File: src/rtl/cpu_pkg.sv
// Shared CPU constants and encodings for the ID/EX operand stage.
// alu_ctrl_e values are the ALU opcodes that travel down the pipeline.
package cpu_pkg;

    localparam int XLEN    = 32;
    localparam int RADDR_W = 5;
    localparam int CTRL_W  = 5;

    typedef enum logic [CTRL_W-1:0] {
        ALU_NOP  = 5'd0,
        ALU_ADD  = 5'd1,
        ALU_SUB  = 5'd2,
        ALU_SLL  = 5'd3,
        ALU_SLT  = 5'd4,
        ALU_SLTU = 5'd5,
        ALU_XOR  = 5'd6,
        ALU_SRL  = 5'd7,
        ALU_SRA  = 5'd8,
        ALU_OR   = 5'd9,
        ALU_AND  = 5'd10,
        ALU_LUI  = 5'd11,
        ALU_BEQ  = 5'd12,
        ALU_BNE  = 5'd13,
        ALU_BLTS = 5'd14,
        ALU_BGES = 5'd15,
        ALU_BGEU = 5'd16
    } alu_ctrl_e;

    typedef enum logic [1:0] {
        FWD_RF    = 2'd0,
        FWD_EXMEM = 2'd1,
        FWD_MEMWB = 2'd2
    } fwd_sel_e;

endpackage

File: src/rtl/id_ex_operand_stage_if.sv
// Decode-slot bundle between the ID stage (master) and the ID/EX register (slave).
// Handshake: id_valid offers an instruction and load_use_stall is the not-ready reply;
// the slot is consumed on an edge with id_valid=1, load_use_stall=0, mem_stall=0, flush=0.
interface id_ex_operand_stage_if
    import cpu_pkg::*;
#(
    parameter int XLEN    = cpu_pkg::XLEN,
    parameter int RADDR_W = cpu_pkg::RADDR_W,
    parameter int CTRL_W  = cpu_pkg::CTRL_W
);
    logic               id_valid;
    logic [CTRL_W-1:0]  id_alu_ctrl;
    logic [XLEN-1:0]    id_pc;
    logic [XLEN-1:0]    id_rs1_data;
    logic [XLEN-1:0]    id_rs2_data;
    logic [XLEN-1:0]    id_imm;
    logic [RADDR_W-1:0] id_rs1_addr;
    logic [RADDR_W-1:0] id_rs2_addr;
    logic [RADDR_W-1:0] id_rd_addr;
    logic               id_use_rs1;
    logic               id_use_rs2;
    logic               id_sel_pc;
    logic               id_sel_imm;
    logic               id_reg_write;
    logic               id_mem_read;
    logic               id_mem_write;
    logic               load_use_stall;

    modport master (
        output id_valid, id_alu_ctrl, id_pc, id_rs1_data, id_rs2_data, id_imm,
               id_rs1_addr, id_rs2_addr, id_rd_addr, id_use_rs1, id_use_rs2,
               id_sel_pc, id_sel_imm, id_reg_write, id_mem_read, id_mem_write,
        input  load_use_stall
    );

    modport slave (
        input  id_valid, id_alu_ctrl, id_pc, id_rs1_data, id_rs2_data, id_imm,
               id_rs1_addr, id_rs2_addr, id_rd_addr, id_use_rs1, id_use_rs2,
               id_sel_pc, id_sel_imm, id_reg_write, id_mem_read, id_mem_write,
        output load_use_stall
    );
endinterface

File: src/rtl/id_ex_operand_stage_fwd.sv
// Forward-source select and data mux for one ALU operand.
// EX/MEM has priority over MEM/WB; x0 is never forwarded and always reads 0.
module operand_fwd_mux
    import cpu_pkg::*;
#(
    parameter int XLEN    = cpu_pkg::XLEN,
    parameter int RADDR_W = cpu_pkg::RADDR_W
) (
    input  logic [RADDR_W-1:0] rs_addr,
    input  logic [XLEN-1:0]    rf_data,
    input  logic [RADDR_W-1:0] exmem_rd,
    input  logic               exmem_reg_write,
    input  logic [XLEN-1:0]    exmem_result,
    input  logic [RADDR_W-1:0] memwb_rd,
    input  logic               memwb_reg_write,
    input  logic [XLEN-1:0]    memwb_result,
    output logic [XLEN-1:0]    operand
);
    fwd_sel_e sel;

    always_comb begin
        sel = FWD_RF;
        if (rs_addr != '0) begin
            if (exmem_reg_write && (exmem_rd == rs_addr)) begin
                sel = FWD_EXMEM;
            end else if (memwb_reg_write && (memwb_rd == rs_addr)) begin
                sel = FWD_MEMWB;
            end
        end
    end

    always_comb begin
        case (sel)
            FWD_EXMEM: operand = exmem_result;
            FWD_MEMWB: operand = memwb_result;
            default:   operand = (rs_addr == '0) ? '0 : rf_data;
        endcase
    end
endmodule

File: src/rtl/id_ex_operand_stage.sv
// ID/EX pipeline register plus operand selection feeding the ALU.
// Handles EX/MEM and MEM/WB forwarding, load-use bubbles, flush and downstream hold.
module id_ex_operand_stage
    import cpu_pkg::*;
#(
    parameter int XLEN    = cpu_pkg::XLEN,
    parameter int RADDR_W = cpu_pkg::RADDR_W,
    parameter int CTRL_W  = cpu_pkg::CTRL_W
) (
    input  logic                  clk,
    input  logic                  rst,
    id_ex_operand_stage_if.slave  id,
    input  logic                  mem_stall,
    input  logic                  flush,
    input  logic [RADDR_W-1:0]    exmem_rd,
    input  logic                  exmem_reg_write,
    input  logic [XLEN-1:0]       exmem_result,
    input  logic [RADDR_W-1:0]    memwb_rd,
    input  logic                  memwb_reg_write,
    input  logic [XLEN-1:0]       memwb_result,
    output logic [CTRL_W-1:0]     alu_ctrl,
    output logic [XLEN-1:0]       alu_in1,
    output logic [XLEN-1:0]       alu_in2,
    output logic [XLEN-1:0]       ex_store_data,
    output logic [XLEN-1:0]       ex_pc,
    output logic [XLEN-1:0]       ex_imm,
    output logic [RADDR_W-1:0]    ex_rd,
    output logic                  ex_valid,
    output logic                  ex_reg_write,
    output logic                  ex_mem_read,
    output logic                  ex_mem_write
);
    logic [RADDR_W-1:0] rs1_addr_q, rs2_addr_q;
    logic [XLEN-1:0]    rs1_data_q, rs2_data_q;
    logic               sel_pc_q, sel_imm_q;
    logic [XLEN-1:0]    fwd_rs1, fwd_rs2;
    logic               rs1_hit, rs2_hit, load_use;

    // A load in EX cannot forward its data yet, so a dependent ID instruction waits one cycle.
    assign rs1_hit  = id.id_use_rs1 && (id.id_rs1_addr == ex_rd);
    assign rs2_hit  = id.id_use_rs2 && (id.id_rs2_addr == ex_rd);
    assign load_use = !flush && ex_valid && ex_mem_read && (ex_rd != '0) &&
                      id.id_valid && (rs1_hit || rs2_hit);
    assign id.load_use_stall = load_use;

    always_ff @(posedge clk) begin
        if (!rst || (!mem_stall && (flush || load_use))) begin
            ex_valid     <= 1'b0;
            alu_ctrl     <= CTRL_W'(ALU_NOP);
            ex_reg_write <= 1'b0;
            ex_mem_read  <= 1'b0;
            ex_mem_write <= 1'b0;
            ex_pc        <= '0;
            ex_imm       <= '0;
            ex_rd        <= '0;
            rs1_addr_q   <= '0;
            rs2_addr_q   <= '0;
            rs1_data_q   <= '0;
            rs2_data_q   <= '0;
            sel_pc_q     <= 1'b0;
            sel_imm_q    <= 1'b0;
        end else if (!mem_stall) begin
            ex_valid     <= id.id_valid;
            alu_ctrl     <= id.id_alu_ctrl;
            ex_reg_write <= id.id_reg_write;
            ex_mem_read  <= id.id_mem_read;
            ex_mem_write <= id.id_mem_write;
            ex_pc        <= id.id_pc;
            ex_imm       <= id.id_imm;
            ex_rd        <= id.id_rd_addr;
            rs1_addr_q   <= id.id_rs1_addr;
            rs2_addr_q   <= id.id_rs2_addr;
            rs1_data_q   <= id.id_rs1_data;
            rs2_data_q   <= id.id_rs2_data;
            sel_pc_q     <= id.id_sel_pc;
            sel_imm_q    <= id.id_sel_imm;
        end
    end

    operand_fwd_mux #(.XLEN(XLEN), .RADDR_W(RADDR_W)) u_fwd_rs1 (
        .rs_addr         (rs1_addr_q),
        .rf_data         (rs1_data_q),
        .exmem_rd        (exmem_rd),
        .exmem_reg_write (exmem_reg_write),
        .exmem_result    (exmem_result),
        .memwb_rd        (memwb_rd),
        .memwb_reg_write (memwb_reg_write),
        .memwb_result    (memwb_result),
        .operand         (fwd_rs1)
    );

    operand_fwd_mux #(.XLEN(XLEN), .RADDR_W(RADDR_W)) u_fwd_rs2 (
        .rs_addr         (rs2_addr_q),
        .rf_data         (rs2_data_q),
        .exmem_rd        (exmem_rd),
        .exmem_reg_write (exmem_reg_write),
        .exmem_result    (exmem_result),
        .memwb_rd        (memwb_rd),
        .memwb_reg_write (memwb_reg_write),
        .memwb_result    (memwb_result),
        .operand         (fwd_rs2)
    );

    assign alu_in1       = sel_pc_q  ? ex_pc  : fwd_rs1;
    assign alu_in2       = sel_imm_q ? ex_imm : fwd_rs2;
    assign ex_store_data = fwd_rs2;
endmodule
File: src/flat_wrapper.sv
// flat-port wrapper written by rule: the top's interface ports become plain ports
module id_ex_operand_stage_flat import cpu_pkg::*;
#(
    parameter int XLEN    = cpu_pkg::XLEN,
    parameter int RADDR_W = cpu_pkg::RADDR_W,
    parameter int CTRL_W  = cpu_pkg::CTRL_W
)
  (clk, rst, mem_stall, flush, exmem_rd, exmem_reg_write, exmem_result, memwb_rd, memwb_reg_write, memwb_result, alu_ctrl, alu_in1, alu_in2, ex_store_data, ex_pc, ex_imm, ex_rd, ex_valid, ex_reg_write, ex_mem_read, ex_mem_write, id_id_valid, id_id_alu_ctrl, id_id_pc, id_id_rs1_data, id_id_rs2_data, id_id_imm, id_id_rs1_addr, id_id_rs2_addr, id_id_rd_addr, id_id_use_rs1, id_id_use_rs2, id_id_sel_pc, id_id_sel_imm, id_id_reg_write, id_id_mem_read, id_id_mem_write, id_load_use_stall);
  id_ex_operand_stage_if #(.XLEN(XLEN), .RADDR_W(RADDR_W), .CTRL_W(CTRL_W)) id_i ();
  input  logic clk;
  input  logic rst;
  input  logic mem_stall;
  input  logic flush;
  input  logic [RADDR_W-1:0] exmem_rd;
  input  logic exmem_reg_write;
  input  logic [XLEN-1:0] exmem_result;
  input  logic [RADDR_W-1:0] memwb_rd;
  input  logic memwb_reg_write;
  input  logic [XLEN-1:0] memwb_result;
  output logic [CTRL_W-1:0] alu_ctrl;
  output logic [XLEN-1:0] alu_in1;
  output logic [XLEN-1:0] alu_in2;
  output logic [XLEN-1:0] ex_store_data;
  output logic [XLEN-1:0] ex_pc;
  output logic [XLEN-1:0] ex_imm;
  output logic [RADDR_W-1:0] ex_rd;
  output logic ex_valid;
  output logic ex_reg_write;
  output logic ex_mem_read;
  output logic ex_mem_write;
  input wire logic [$bits(id_i.id_valid)-1:0] id_id_valid;
  input wire logic [$bits(id_i.id_alu_ctrl)-1:0] id_id_alu_ctrl;
  input wire logic [$bits(id_i.id_pc)-1:0] id_id_pc;
  input wire logic [$bits(id_i.id_rs1_data)-1:0] id_id_rs1_data;
  input wire logic [$bits(id_i.id_rs2_data)-1:0] id_id_rs2_data;
  input wire logic [$bits(id_i.id_imm)-1:0] id_id_imm;
  input wire logic [$bits(id_i.id_rs1_addr)-1:0] id_id_rs1_addr;
  input wire logic [$bits(id_i.id_rs2_addr)-1:0] id_id_rs2_addr;
  input wire logic [$bits(id_i.id_rd_addr)-1:0] id_id_rd_addr;
  input wire logic [$bits(id_i.id_use_rs1)-1:0] id_id_use_rs1;
  input wire logic [$bits(id_i.id_use_rs2)-1:0] id_id_use_rs2;
  input wire logic [$bits(id_i.id_sel_pc)-1:0] id_id_sel_pc;
  input wire logic [$bits(id_i.id_sel_imm)-1:0] id_id_sel_imm;
  input wire logic [$bits(id_i.id_reg_write)-1:0] id_id_reg_write;
  input wire logic [$bits(id_i.id_mem_read)-1:0] id_id_mem_read;
  input wire logic [$bits(id_i.id_mem_write)-1:0] id_id_mem_write;
  output wire logic [$bits(id_i.load_use_stall)-1:0] id_load_use_stall;
  assign id_i.id_valid = id_id_valid;
  assign id_i.id_alu_ctrl = id_id_alu_ctrl;
  assign id_i.id_pc = id_id_pc;
  assign id_i.id_rs1_data = id_id_rs1_data;
  assign id_i.id_rs2_data = id_id_rs2_data;
  assign id_i.id_imm = id_id_imm;
  assign id_i.id_rs1_addr = id_id_rs1_addr;
  assign id_i.id_rs2_addr = id_id_rs2_addr;
  assign id_i.id_rd_addr = id_id_rd_addr;
  assign id_i.id_use_rs1 = id_id_use_rs1;
  assign id_i.id_use_rs2 = id_id_use_rs2;
  assign id_i.id_sel_pc = id_id_sel_pc;
  assign id_i.id_sel_imm = id_id_sel_imm;
  assign id_i.id_reg_write = id_id_reg_write;
  assign id_i.id_mem_read = id_id_mem_read;
  assign id_i.id_mem_write = id_id_mem_write;
  assign id_load_use_stall = id_i.load_use_stall;
  id_ex_operand_stage #(.XLEN(XLEN), .RADDR_W(RADDR_W), .CTRL_W(CTRL_W)) u_core (.clk(clk), .rst(rst), .id(id_i), .mem_stall(mem_stall), .flush(flush), .exmem_rd(exmem_rd), .exmem_reg_write(exmem_reg_write), .exmem_result(exmem_result), .memwb_rd(memwb_rd), .memwb_reg_write(memwb_reg_write), .memwb_result(memwb_result), .alu_ctrl(alu_ctrl), .alu_in1(alu_in1), .alu_in2(alu_in2), .ex_store_data(ex_store_data), .ex_pc(ex_pc), .ex_imm(ex_imm), .ex_rd(ex_rd), .ex_valid(ex_valid), .ex_reg_write(ex_reg_write), .ex_mem_read(ex_mem_read), .ex_mem_write(ex_mem_write));
endmodule
File: config.mk
export PLATFORM = sky130hd
export DESIGN_NAME = id_ex_operand_stage_flat
export DESIGN_NICKNAME = d
export VERILOG_FILES = /design/src/rtl/cpu_pkg.sv /design/src/rtl/id_ex_operand_stage_if.sv /design/src/rtl/id_ex_operand_stage_fwd.sv /design/src/rtl/id_ex_operand_stage.sv /design/src/flat_wrapper.sv
export SDC_FILE = /design/constraint.sdc
export NUM_CORES = 1
export LEC_CHECK = 0
export ABC_AREA = 1
export BUFFER_PORTS_ARGS = -buffer_cell sky130_fd_sc_hd__buf_4
export CORE_AREA = 2 2 158 160
export CTS_BUF_LIST = sky130_fd_sc_hd__clkbuf_16
export DETAILED_ROUTE_END_ITERATION = 7
export DIE_AREA = 0 0 160 162
export GPL_ROUTABILITY_DRIVEN = 0
export PLACE_DENSITY = 0.66
export SLEW_MARGIN = 30
export SYNTH_ARGS = -nofsm -noshare
export SYNTH_HDL_FRONTEND = slang
export SYNTH_SLANG_ARGS = --single-unit
File: constraint.sdc
create_clock -name clk -period 2.1 [get_ports clk]
set_input_delay 0.315 -clock clk [delete_from_list [all_inputs] [get_ports clk]]
set_output_delay 0.315 -clock clk [all_outputs]
set_load 0.01 [all_outputs]
==> results of run 1 <==
sequential cells by signal, indices dropped and copies added, names as in the netlist:
signal and count:
u_core.ex_imm 32, u_core.ex_pc 32, u_core.rs1_data_q 32, u_core.rs2_data_q 32, u_core.alu_ctrl 5, u_core.ex_rd 5, u_core.rs1_addr_q 5, u_core.rs2_addr_q 5
u_core.ex_mem_read 1, u_core.ex_mem_write 1, u_core.ex_reg_write 1, u_core.ex_valid 1, u_core.sel_imm_q 1, u_core.sel_pc_q 1
repair_timing:
action,CTS,global route
gates resized for setup,121,200
gates cloned,9,8
setup buffers,11,11
pin swaps,15,45
hold endpoints to repair,0,0
hold buffers,0,0
setup endpoints to repair,96,96
worst max-delay path by stage:
stage | startpoint | end | slack [ps] | depth (start not counted)
6_report | u_core.rs2_addr_q[4]$_SDFFE_PP0N_ | alu_in2[0] | -350 | 11
5_1_grt | u_core.rs1_addr_q[1]$_SDFFE_PP0N_ | alu_in1[22] | -410 | 12
4_1_cts | u_core.rs1_addr_q[3]$_SDFFE_PP0N_ | alu_in1[19] | -280 | 11
3_5_place_dp | exmem_rd[3] | alu_in1[17] | 30 | 12
3_3_place_gp | exmem_rd[3] | alu_in1[19] | -10 | 12
2_1_floorplan | u_core.rs2_addr_q[3]$_SDFFE_PP0N_ | alu_in2[10] | 400 | 11
Yosys cell counts, types with 4 or more instances:
master / n / area, um^2
o21ai_0: 17 / 85.1
inv_1: 98 / 368
nor2_2: 4 / 25.0
nand2_1: 364 / 1370
mux2i_1: 137 / 1370
buf_4: 4 / 30.0
nor2_1: 173 / 649
nand3_1: 201 / 1010
buf_1: 10 / 37.5
buf_6: 10 / 113
clkbuf_1: 23 / 86.3
dfxtp_1: 154 / 3080
buf_2: 52 / 260
inv_2: 11 / 41.3
nand4_1: 66 / 413
stage by stage:
step / instances / utilization (%)
floorplan: 1337 / -
global placement: 2010 / 52.0
detailed placement: 2010 / 52.0
CTS: 2061 / 57.6
global route: 2079 / 62.5
finish: 2079 / 62.5
final cells by class:
type / instances / area (um^2)
repair buffers: 485 / 4420
inverters: 109 / 422
multi-input cells: 975 / 6060
flip-flops and latches: 154 / 3120
clock buffers: 17 / 425
clock inverters: 15 / 199
well taps: 324 / 405
fillers: 2166 / 9040
kinds of logic (layout without fill, tap and decap cells):
kind of cell | after synthesis | after routing | share of synthesized area, %
AND/OR/NAND/NOR | 814 | 814 | 38.9
XOR/XNOR | 2 | 2 | 0.194
AO/OA/AOI/OAI | 22 | 22 | 1.22
multiplexers | 137 | 137 | 15.2
flip-flops | 154 | 154 | 34.2
buffers and inverters | 208 | 626 | 10.4
report_power, final:
part	switching [uW]	internal, uW	total [uW]
Clock	1400	2000	3400
Combinational	1180	1100	2290
Sequential	132	3070	3200
cells in the final DEF (no fill, tap or decap), types with 3 or more instances in the layout:
cell	n
nor2_4	9
clkinvlp_4	3
o21ai_0	17
mux2i_1	137
inv_4	5
inv_2	11
nand2_4	3
buf_12	20
nor2_1	168
nand3_1	86
bufinv_16	4
dfxtp_2	3
nand4_1	66
clkbuf_16	24
buf_16	7
buf_4	380
nand3_2	85
nand3_4	31
inv_1	95
dfxtp_4	9
nand2_1	318
buf_6	67
dfxtp_1	142
nand2_2	44
inv_6	3
metal layers:
metal  wire (um)  track usage (%)  vias up
met1       15600             33.5     5070
met4        1360             10.8        0
met3        3310             6.41       91
met5           0                0        -
met2       19700             48.3      553
li1            -                -     5160
worst min-delay path: stages:
cell	delay (ps)
buf_4	70
mux2i_1	50
nor2_1	80
==> run_results.csv, run 1 <==
group,metric,value,unit
worst_setup_path,regToRegStartpoint,"u_core.ex_rd[3]$_SDFFE_PP0N_",
yosys,synth_nets,1573,
detailed_routing,drc,0,
placement,place_area,12500,um^2
clock_tree,clockBufferDepth,2,
worst_setup_path,cp_top_family,"simple AND/OR/NAND/NOR gates",
floorplanning,dieArea,25900,um^2
timing,setup_violations,96,
yosys,ys_types,22,
clock_tree,cts_tree,"done",
global_route,grt_max_degree,75,
timing,fin_crit,2450,ps
yosys,syn_inst,1337,
worst_setup_path,end_kind,"output port",
global_route,antenna_found_initial,0,
flow_run,cap_violations,0,
worst_setup_path,path_common_cell,"nand3_4",
detailed_routing,vias,10874,
clock_tree,clk_pin_slew,80,ps
yosys,syn_area,9030,um^2
worst_hold_path,hold_path_depth,3,
worst_setup_path,slowest_stage,"dfxtp_4",
power_and_ir_drop,fin_total_pwr,8880,uW
worst_setup_path,r2r-end,"u_core.ex_imm[22]$_SDFFE_PP0N_",
finish,fin_nets,1978,
clock_tree,cts_buffers,17,
finish,final_area,15100,um^2
worst_setup_path,cp.required,1780,ps
worst_setup_path,crit_chain,"nor2_4 -> nand4_1 -> buf_6 -> buf_12 -> nand3_4 -> buf_12 -> nand3_4 -> nand3_4 -> nand2_2 -> nand2_2 -> buf_6",
detailed_routing,final_antenna_net_count,0,
floorplanning,ios,411,
timing,fin_skew,9.72,ps
power_and_ir_drop,power.density,590,nW/um^2
worst_hold_path,hp-start,"id_id_imm[19]",
detailed_routing,avgViaCountPerCell,5.23,
timing,timing.fmax,408,MHz
worst_setup_path,cp_data_arrival_time,2140,ps
floorplanning,core_area,24100,um^2
finish,diodes,0,
yosys,ys_seq_area_share,34.2,%
clock_tree,cts.sinks,154,
worst_setup_path,slowest_delay,370,ps
yosys,synth_warnings,0,
detailed_routing,wirelength,40.0,mm
clock_tree,clockRootBuffer,"clkbuf_16",
power_and_ir_drop,leakage,0.00799,uW
yosys,syn_avg_cell_area,6.75,um^2
finish,syn2layout_area_growth,66.8,%
timing,tightest_slew,577,ps
clock_tree,clock_latency,430,ps
worst_setup_path,r2r_slack,300,ps
status,violations,"negative setup slack",
yosys,synth_enable_flop_cells,0,
global_route,grt_pass1_wl,56.3,mm
detailed_routing,drt_pass1_iterations,8,
global_route,grt.overflow.total,0,
floorplanning,die_height,162,um
placement,dpl_worst_slack,31.8,ps
placement,io_buffers,410,
global_route,track_usage,27.8,%
timing,finalHoldViolCount,0,
yosys,ys_ff_latch,154,
status,status,"complete, but fails checks",
detailed_routing,wl_per_cell,19.3,um
worst_hold_path,hold_path_class,"in -> reg",
floorplanning,fp-row-count,57,
placement,dpl.hpwl,26.2,mm
timing,max_slew_margin,61.5,%
worst_setup_path,crit_buf_inv,4,
power_and_ir_drop,irDropWorstVdd,0.397,mV
detailed_routing,drtIter0Drc,905,
worst_setup_path,start_kind,"register",
finish,drive_gt1_share,41.3,%
timing,fin_tns_setup,-25130,ps
global_route,grt_pass1_vias,10156,
worst_setup_path,cp_max_fo,8,
yosys,async_flop_share,0,%
timing,rsz0062_at_grt,"yes",
clock_tree,htree_levels,4,
floorplanning,die_w,160,um
worst_setup_path,r2r.worst_path.cells,12,
timing,layout_setup_ws,-351,ps
timing,fin_crit_sh,117,%
floorplanning,initial_core_util,37.4,%
worst_setup_path,critPathKind,"reg -> out",
worst_hold_path,whs_endpoint,"u_core.ex_imm[19]$_SDFFE_PP0N_",
yosys,ys.flop_type,"dfxtp_1",
timing,report.final.slew_viol_count,0,
timing,hold-worst-slack,120,ps
Power figures use the tool's default switching activity.
==> inputs of run 2 (changes only) <==
--- a/config.mk
+++ b/config.mk
@@ -8,10 +8,10 @@
 export ABC_AREA = 1
 export BUFFER_PORTS_ARGS = -buffer_cell sky130_fd_sc_hd__buf_4
-export CORE_AREA = 2 2 158 160
+export CELL_PAD_IN_SITES_DETAIL_PLACEMENT = 1
+export CELL_PAD_IN_SITES_GLOBAL_PLACEMENT = 1
+export CORE_UTILIZATION = 32
 export CTS_BUF_LIST = sky130_fd_sc_hd__clkbuf_16
 export DETAILED_ROUTE_END_ITERATION = 7
-export DIE_AREA = 0 0 160 162
-export GPL_ROUTABILITY_DRIVEN = 0
-export PLACE_DENSITY = 0.66
+export PLACE_DENSITY_LB_ADDON = 0.1
 export SLEW_MARGIN = 30
 export SYNTH_ARGS = -nofsm -noshare
==> constraint.sdc (replaced) <==
create_clock -name clk -period 2.1 [get_ports clk]
set_input_delay 0.21 -clock clk [delete_from_list [all_inputs] [get_ports clk]]
set_output_delay 0.21 -clock clk [all_outputs]
set_load 0.01 [all_outputs]
==> run 2 against run 1 <==
Effect of this change: the flow still finishes with violations (negative setup slack); power up 1.8%; via count up 1.1%; worst setup slack better by 51 ps; first-iteration DRC count down 39%; clock power about the same.
==> run_results.csv, run 2 (synthesized netlist as in run 1, its figures left out) <==
group,metric,value,unit
worst_setup_path,r2r-end,"u_core.rs1_data_q[8]$_SDFFE_PP0N_",
finish,fin_util,56.4,%
timing,setup_violations,96,
worst_setup_path,cp_data_arrival_time,2190,ps
timing,report.final.slew_viol_count,0,
global_route,grt_pass1_wl,63.6,mm
global_route,grt.overflow.total,0,
global_route,grt_busiest_layer,"met2",
power_and_ir_drop,switching_share,30.9,%
timing,rsz0062_at_grt,"yes",
worst_setup_path,end_kind,"output port",
worst_setup_path,r2r.worst_path.cells,12,
finish,final_area,15700,um^2
timing,fin_crit_sh,114,%
timing,hold-worst-slack,20.1,ps
clock_tree,clk_pin_slew,80,ps
finish,instances_no_fill,2159,
clock_tree,cts.sinks,154,
floorplanning,ios,411,
power_and_ir_drop,p_clk_share,37.5,%
worst_setup_path,crit_end,"alu_in2[23]",
worst_hold_path,hold_path_class,"in -> reg",
timing,fin_tns_setup,-21720,ps
finish,mostFrequentLayoutCell,"buf_4",
worst_hold_path,hold_path_depth,3,
clock_tree,cts_buffers,17,
detailed_routing,final_antenna_net_count,0,
timing,finalHoldViolCount,0,
worst_setup_path,cp_max_fo,8,
finish,fin_nets,2002,
finish,drive_gt1_share,44.4,%
timing,max_slew_margin,66.5,%
detailed_routing,drc,0,
worst_setup_path,critPathKind,"reg -> out",
clock_tree,cts_tree,"done",
placement,gp_congestion,0.846,
worst_setup_path,cp.required,1890,ps
power_and_ir_drop,switching_power,2800,uW
global_route,grt.met1_usage,34.6,%
floorplanning,core_area,27800,um^2
global_route,globalRouteMet2Util,51.1,%
finish,syn2layout_area_growth,73.4,%
global_route,grt_pass1_vias,11119,
floorplanning,die_height,170,um
status,violations,"negative setup slack",
timing,fin_crit,2400,ps
timing,fin_skew,10.5,ps
placement,dpl.hpwl,29.1,mm
power_and_ir_drop,irDropWorstVdd,0.388,mV
power_and_ir_drop,p_int,6240,uW
placement,io_buffers,410,
detailed_routing,wirelength,44.6,mm
placement,place_area,12700,um^2
timing,timing.fmax,417,MHz
worst_setup_path,regToRegStartpoint,"u_core.ex_rd[0]$_SDFFE_PP0N_",
clock_tree,clockRootBuffer,"clkbuf_16",
clock_tree,clock_latency,430,ps
floorplanning,fp-row-count,61,
global_route,grtUsageMet3,5.58,%
floorplanning,initial_core_util,32.5,%
clock_tree,cts_hold_buf,0,
power_and_ir_drop,combPwrFrac,27.2,%
timing,layout_setup_ws,-301,ps
power_and_ir_drop,power.density,577,nW/um^2
flow_run,cap_violations,0,
detailed_routing,avgViaCountPerCell,5.09,
power_and_ir_drop,leakage,0.00828,uW
detailed_routing,drtIter0Drc,552,
worst_setup_path,crit_start,"u_core.rs2_addr_q[2]$_SDFFE_PP0N_",
worst_setup_path,r2r_slack,230,ps
detailed_routing,wl_per_cell,20.7,um
timing,tightest_slew,502,ps
status,status,"complete, but fails checks",
detailed_routing,drt_pass1_iterations,6,
floorplanning,die_w,170,um
global_route,antenna_found_initial,2,
power_and_ir_drop,pwr-share-seq,35.3,%
detailed_routing,vias,10989,
floorplanning,dieArea,28900,um^2
worst_setup_path,start_kind,"register",
placement,place_inst,2077,
finish,most-common-layout-cells,"buf_4 (390), nand2_1 (313), nor2_1 (169)",
clock_tree,htree_levels,4,
global_route,track_usage,28.7,%
clock_tree,clockBufferDepth,2,
global_route,grt_max_degree,62,
run 2: stage by stage:
step	setup slack (ps)	power [uW]
2_1_floorplan	504	4200
3_3_place_gp	-190	5260
3_5_place_dp	-209	5290
4_1_cts	-274	8920
5_1_grt	-382	9390
6_report	-301	9040
run 2: power by group through the flow:
stage | Combinational, uW | Clock (uW) | Sequential (uW)
after global placement | 2010 | 0 | 3250
after global routing | 2620 | 3560 | 3210
after detailed placement | 2030 | 0 | 3260
final | 2460 | 3390 | 3190
after CTS | 2270 | 3460 | 3190
after floorplan | 945 | 0 | 3260
run 2: worst min path at each step:
stage,start,endpoint
6_report,id_id_rs2_data[14],u_core.rs2_data_q[14]$_SDFFE_PP0N_
5_1_grt,id_id_imm[18],u_core.ex_imm[18]$_SDFFE_PP0N_
4_1_cts,id_id_imm[3],u_core.ex_imm[3]$_SDFFE_PP0N_
3_5_place_dp,id_id_imm[3],u_core.ex_imm[3]$_SDFFE_PP0N_
3_3_place_gp,id_id_imm[22],u_core.ex_imm[22]$_SDFFE_PP0N_
2_1_floorplan,id_id_pc[31],u_core.ex_pc[31]$_SDFFE_PP0N_
run 2: worst max-delay path, cell delays in order (launching register included):
cell	delay [ps]
dfxtp_4	360
buf_6	120
xor2_4	180
nor2_4	210
nand2_4	170
clkbuf_16	240
nand3_4	100
nand3_4	90
nand2_1	70
nand2_1	60
buf_4	140
run 2: layout make-up:
class	count	area, um^2
multi-input combinational	976	6350
inverter	109	414
antenna	2	5.00
clock inverter	15	199
sequential	154	3110
tap	378	473
fill	3435	12100
timing repair buffer	508	4680
clock buffer	17	425
run 2: what timing repair did:
action,4_1_cts,5_1_grt
endpoints found under the hold margin,0,0
setup buffers,23,14
resized for setup,254,124
pin swaps,50,51
endpoints found under the setup margin,96,96
gates cloned,7,7
run 2: metal layers:
metal | vias to the layer above | wire [um]
li1 | 5212 | -
met1 | 5311 | 18000
met2 | 401 | 22400
met3 | 65 | 3130
met4 | 0 | 1070
met5 | - | 0
